## config.mk

```make
export PLATFORM = sky130hd
export DESIGN_NAME = mux_rr_arbiter
export DESIGN_NICKNAME = d
export VERILOG_FILES = /design/src/rtl/mux_arb_pkg.sv /design/src/rtl/mux_rr_arbiter_rr_pick4.sv /design/src/rtl/mux_rr_arbiter.sv
export SDC_FILE = /design/constraint.sdc
export NUM_CORES = 1
export LEC_CHECK = 0
export CORE_MARGIN = 3
export CORE_UTILIZATION = 36
export DETAILED_ROUTE_END_ITERATION = 10
export GPL_ROUTABILITY_DRIVEN = 0
export PLACE_DENSITY = 0.82
export SLEW_MARGIN = 20
export SYNTH_ARGS = -nofsm -noshare
export SYNTH_HDL_FRONTEND = slang
export SYNTH_SLANG_ARGS = --single-unit
export TNS_END_PERCENT = 5
```

## constraint.sdc

```tcl
create_clock -name clk -period 1.65 [get_ports clk]
set_input_delay 0.33 -clock clk [delete_from_list [all_inputs] [get_ports clk]]
set_output_delay 0.33 -clock clk [all_outputs]
set_load 0.01 [all_outputs]
```

## src/rtl/mux_arb_pkg.sv

```systemverilog
// Shared types and constants for the 4-requester mux arbiter.
package mux_arb_pkg;

   localparam int unsigned N_REQ = 4;
   localparam int unsigned SEL_W = 2;

   typedef enum logic [0:0] {
      ARB_IDLE  = 1'b0,
      ARB_GRANT = 1'b1
   } arb_state_t;

   // One-hot grant vector for a given select index.
   function automatic logic [N_REQ-1:0] sel_to_onehot(input logic [SEL_W-1:0] s);
      return N_REQ'(1) << s;
   endfunction

endpackage

```

## src/rtl/mux_rr_arbiter_rr_pick4.sv

```systemverilog
// Combinational 4-way winner picker.
// Default: round-robin starting after ptr.
// MUX_ARB_FIXED_PRIO_EN: fixed priority, lowest set index wins (ptr ignored).
module rr_pick4
   import mux_arb_pkg::*;
(
   input  logic [N_REQ-1:0] req,
   input  logic [SEL_W-1:0] ptr,
   output logic [SEL_W-1:0] idx,
   output logic             found
);

`ifdef MUX_ARB_FIXED_PRIO_EN

   logic unused_ptr;
   assign unused_ptr = ^ptr;

   // Scan from the top so the lowest set index is the last one written.
   always_comb begin
      idx   = '0;
      found = 1'b0;
      for (int i = int'(N_REQ) - 1; i >= 0; i--) begin
         if (req[i]) begin
            idx   = SEL_W'(i);
            found = 1'b1;
         end
      end
   end

`else

   logic [SEL_W-1:0] cand;

   // Offsets ptr+4 (== ptr) down to ptr+1; the nearest offset is written last and wins.
   always_comb begin
      idx   = '0;
      found = 1'b0;
      cand  = '0;
      for (int k = int'(N_REQ); k >= 1; k--) begin
         cand = ptr + SEL_W'(k);
         if (req[cand]) begin
            idx   = cand;
            found = 1'b1;
         end
      end
   end

`endif

endmodule

```

## src/rtl/mux_rr_arbiter.sv

```systemverilog
// Four-requester arbiter and select controller for a 4:1 mux channel.
// Grants one requester for up to MAX_BURST beats, then rearbitrates via one IDLE cycle.
// Optional macro MUX_ARB_FIXED_PRIO_EN switches the picker to fixed priority.
module mux_rr_arbiter
   import mux_arb_pkg::*;
#(
   parameter int unsigned DATA_W    = 8,
   parameter int unsigned MAX_BURST = 4
) (
   input  logic                    clk,
   input  logic                    rst_n,
   input  logic [N_REQ-1:0]        req_valid,
   input  logic [N_REQ*DATA_W-1:0] req_data,
   output logic [N_REQ-1:0]        req_ready,
   output logic                    out_valid,
   output logic [DATA_W-1:0]       out_data,
   input  logic                    out_ready,
   output logic [SEL_W-1:0]        sel,
   output logic [N_REQ-1:0]        grant,
   output logic                    busy
);

   localparam int unsigned CNT_W = $clog2(MAX_BURST + 1);

   arb_state_t       state_q;
   logic [SEL_W-1:0] sel_q;
   logic [SEL_W-1:0] ptr_q;
   logic [N_REQ-1:0] grant_q;
   logic             busy_q;
   logic [CNT_W-1:0] beat_cnt_q;
   logic [CNT_W-1:0] beat_cnt_d;

   logic [SEL_W-1:0] pick_idx;
   logic             pick_found;
   logic             in_grant;
   logic             sel_valid;
   logic             beat;
   logic             last_beat;

   rr_pick4 u_pick (
      .req   (req_valid),
      .ptr   (ptr_q),
      .idx   (pick_idx),
      .found (pick_found)
   );

   // Handshake qualifiers for the currently granted requester.
   always_comb begin
      in_grant   = (state_q == ARB_GRANT);
      sel_valid  = req_valid[sel_q];
      beat       = in_grant && sel_valid && out_ready;
      last_beat  = beat && (beat_cnt_q == CNT_W'(MAX_BURST - 1));
      beat_cnt_d = beat ? beat_cnt_q + CNT_W'(1) : beat_cnt_q;
   end

   // Output channel: data mux on sel, valid/ready only while granted.
   always_comb begin
      out_data = '0;
      for (int i = 0; i < int'(N_REQ); i++) begin
         if (sel_q == SEL_W'(i)) begin
            out_data = req_data[i*DATA_W +: DATA_W];
         end
      end
      out_valid = in_grant && sel_valid;
      req_ready = in_grant ? (grant_q & {N_REQ{out_ready}}) : '0;
   end

   // Arbitration FSM with registered select, grant and busy.
   always_ff @(posedge clk or negedge rst_n) begin
      if (!rst_n) begin
         state_q    <= ARB_IDLE;
         sel_q      <= '0;
         ptr_q      <= SEL_W'(N_REQ - 1);
         grant_q    <= '0;
         busy_q     <= 1'b0;
         beat_cnt_q <= '0;
      end else if (state_q == ARB_IDLE) begin
         if (pick_found) begin
            state_q    <= ARB_GRANT;
            sel_q      <= pick_idx;
            ptr_q      <= pick_idx;
            grant_q    <= sel_to_onehot(pick_idx);
            busy_q     <= 1'b1;
            beat_cnt_q <= '0;
         end
      end else begin
         beat_cnt_q <= beat_cnt_d;
         if (!sel_valid || last_beat) begin
            state_q <= ARB_IDLE;
            grant_q <= '0;
            busy_q  <= 1'b0;
         end
      end
   end

   assign sel   = sel_q;
   assign grant = grant_q;
   assign busy  = busy_q;

endmodule
```

==> qor.tcl <==
set qor(status) {finished, violations left}
set qor(violations) {setup timing}
set qor(yosysWarnings) 0
set qor(dp_slack_ns) -0.6203
set qor(first_pass_iters) 4
set qor(grt_antenna_before_repair) 0
set qor(initial_core_util_pct) 39.32
set qor(worst_r2r_path_depth) 6
set qor(final_critical_path_required_period_ns) 1.887
set qor(power_leakage_nw) 0.7002
set qor(worst_slack_ns) -0.2372
set qor(max_slew.worst_pin.slew_ns) 0.5598
set qor(clk-insertion-delay-late_ns) 0.28
set qor(utilization_pct) 68.46
set qor(timing.rr.start) {sel[0]}
set qor(timing_worst_setup_path_type) {flip-flop to output port}
set qor(crit_fanout) 2
set qor(routed_wirelength_um) 2926
set qor(place.detailed.instances) 172
set qor(syn-mean-instance-area_um2) 11.73
set qor(clock_sinks) 13
set qor(cts_inserted_buffers) 3
set qor(avgRoutedWirePerCell_um) 16.53
set qor(postCtsHoldBufs) 0
set qor(power-per-cell-area_nw_per_um2) 1488
set qor(start_kind) {flip-flop}
set qor(timing.critical_path.required_ns) 1.32
set qor(setup-violations-final) 11
set qor(worst-endpoint-arrival_ns) 1.56
set qor(yosysUniqueCellTypes) 27
set qor(grt_first_pass_wirelength_um) 4968
set qor(die_width_um) 56.10
set qor(finish.cell_count_without_fillers) 177
set qor(slew_violations) 0
set qor(clk_pin_slew_ns) 0.08
set qor(finalHoldViolations) 0
set qor(ant_nets) 0
set qor(synth-seq-cells) 13
set qor(htree_num_levels) 1
set qor(worst_slew_margin_rel_pct) 62.56
set qor(via_count) 959
set qor(all_layer_global_routing_usage_pct) 19.42
set qor(cts_tree) {yes}
set qor(timing.final.crit_share_pct) 114.4
set qor(finalNetCount) 191
set qor(drc_violations) 0
set qor(design.die.area_um2) 3147
set qor(flow.area_growth_from_synthesis_pct) 74.10
set qor(hpwl_um) 2221
set qor(maximum_resistive_drop_on_vdd_v) 0.0009159
set qor(yosysSeqAreaShare_pct) 36.29
set qor(synth.net_count) 118
set qor(num_io_pins) 59
set qor(fmax_ghz) 0.5299
set qor(floorplan.rows) 17
set qor(regToRegEndpoint) {grant[3]}
set qor(global_route.overflow_total) 0
set qor(die_y_um) 56.10
set qor(route.detailed.vias_per_inst) 5.418
set qor(fraction_of_layout_instances_using_a_drive_strength_above_1_pct) 28.86
set qor(postSynthCellCount) 77
set qor(setup.reg_to_reg.worst_slack_ns) -0.04
set qor(pin_count_of_the_biggest_net_entering_global_routing) 14
set qor(cell_area_synth_um2) 903.4
set qor(skew_ns) 0.0009012
set qor(setup_repair_after_global_routing_missed_its_margin) {yes}
set qor(portBuffers) 58
set qor(drv.max_cap_violation_count) 0
set qor(num_antenna_cells) 0
set qor(hold_path_class) {input pin to async pin}
set qor(fill_cells) 181
set qor(grt_pass1_vias) 985
set qor(cts-root-to-sink-buffers) 2
set qor(core_area_um2) 2297
set qor(ctsRootBufferMaster) {clkbuf_4}
set qor(worst_setup_path_end_kind) {output port}
set qor(detail_route.iter0.violations) 40
state kept, by name, summed over array words and instances (netlist names):
| signal | flops |
|---|---|
| grant | 4 |
| beat_cnt_q | 3 |
| ptr_q | 2 |
| sel | 2 |
| busy | 1 |
| in_grant | 1 |
worst max path at each step:
stage / startpoint / end / slack (ns)
3_3_place_gp: req_valid[3] / out_valid / -0.62
6_report: sel[0] / out_valid / -0.24
2_1_floorplan: sel[0] / out_valid / 0.02
4_1_cts: sel[0] / out_valid / -0.24
5_1_grt: sel[0] / out_data[3] / -0.30
3_5_place_dp: req_valid[3] / out_valid / -0.62
synth_stat cells:
master | number | area share (%)
nor2_1 | 5 | 2.1
or2_2 | 1 | 0.69
and3_1 | 4 | 2.8
nand2b_1 | 2 | 1.4
o22ai_1 | 1 | 0.69
and2_2 | 1 | 0.83
a32o_1 | 2 | 2.2
o21ai_0 | 7 | 3.9
a21o_1 | 3 | 2.5
nand2_1 | 4 | 1.7
inv_1 | 3 | 1.2
dfstp_2 | 2 | 5.8
o21ai_2 | 1 | 0.97
nand3_2 | 1 | 1.1
nand3_1 | 6 | 3.3
o21a_1 | 2 | 1.7
clkbuf_2 | 1 | 0.55
buf_6 | 2 | 2.5
dfrtp_1 | 11 | 30
mux4_2 | 1 | 2.5
mux4_1 | 8 | 23
nor2b_1 | 2 | 1.4
ha_1 | 2 | 2.8
buf_2 | 1 | 0.55
o2bb2ai_1 | 2 | 1.9
a21oi_1 | 1 | 0.55
nor4_1 | 1 | 0.69
layer usage:
metal | wire (um) | global-route usage [%] | up-vias
met5 | 0 | 0 | -
li1 | - | - | 439
met3 | 274 | 5.568 | 5
met1 | 1271 | 25.22 | 450
met4 | 23 | 3.051 | 0
met2 | 1355 | 32.55 | 65
placed cells by master (no fill, tap or decap), types with 3 or more instances in the layout:
cell	synthesis	final
buf_4	0	12
nand3_1	6	5
clkdlybuf4s50_1	0	41
nor2_1	5	5
dfrtp_1	11	11
inv_1	3	3
nand2_1	4	4
buf_2	1	6
mux4_2	1	9
o21ai_0	7	6
a21o_1	3	3
buf_6	2	5
and3_1	4	4
clkbuf_4	0	3
dlygate4sd2_1	0	6
what timing repair did:
action | in CTS | in global routing
pin swaps | 1 | 0
resized for setup | 58 | 7
setup endpoints to repair | 16 | 21
setup buffers | 2 | 0
power by group:
part / total [W] / switching (W) / internal (W)
clock: 0.000199 / 0.000105 / 0.0000938
sequential: 0.000615 / 0.000129 / 0.000486
combinational: 0.00153 / 0.000660 / 0.000866
total: 0.00234 / 0.000894 / 0.00145
cell type report:
class	count	area, um^2	share of cell area, %
sequential	13	327.8	20.84
multi-input combinational	57	515.5	32.78
timing repair buffer	72	656.9	41.77
tap	28	35.03	2.228
inverter	3	11.26	0.7160
clock buffer	4	26.28	1.671
metrics by stage:
step | hold slack (ns) | setup TNS [ns] | cell area [um^2] | power (W)
after floorplan | 0.03441 | 0 | 903.4 | 0.001386
after global placement | 0.4625 | -6.755 | 1584 | 0.002093
after detailed placement | 0.4688 | -6.909 | 1584 | 0.002126
after CTS | 0.4309 | -1.933 | 1568 | 0.002344
after global routing | 0.4505 | -2.847 | 1573 | 0.002509
final | 0.4086 | -1.890 | 1573 | 0.002340
kinds of logic after synthesis:
group	after synthesis	share of synthesized area, %
flip-flops	13	36.29
buffers and inverters	7	4.846
AO/OA/AOI/OAI	19	14.40
multiplexers	9	25.76
adder cells (fa/ha/maj)	2	2.770
AND/OR/NAND/NOR	27	15.93
worst max-delay path, cell delays in order (launching register included):
cell and delay, ns:
dfrtp_1 0.37, buf_6 0.11, mux4_2 0.53, and2_4 0.16, buf_6 0.11
No activity file was read; power rests on OpenSTA's default activity.
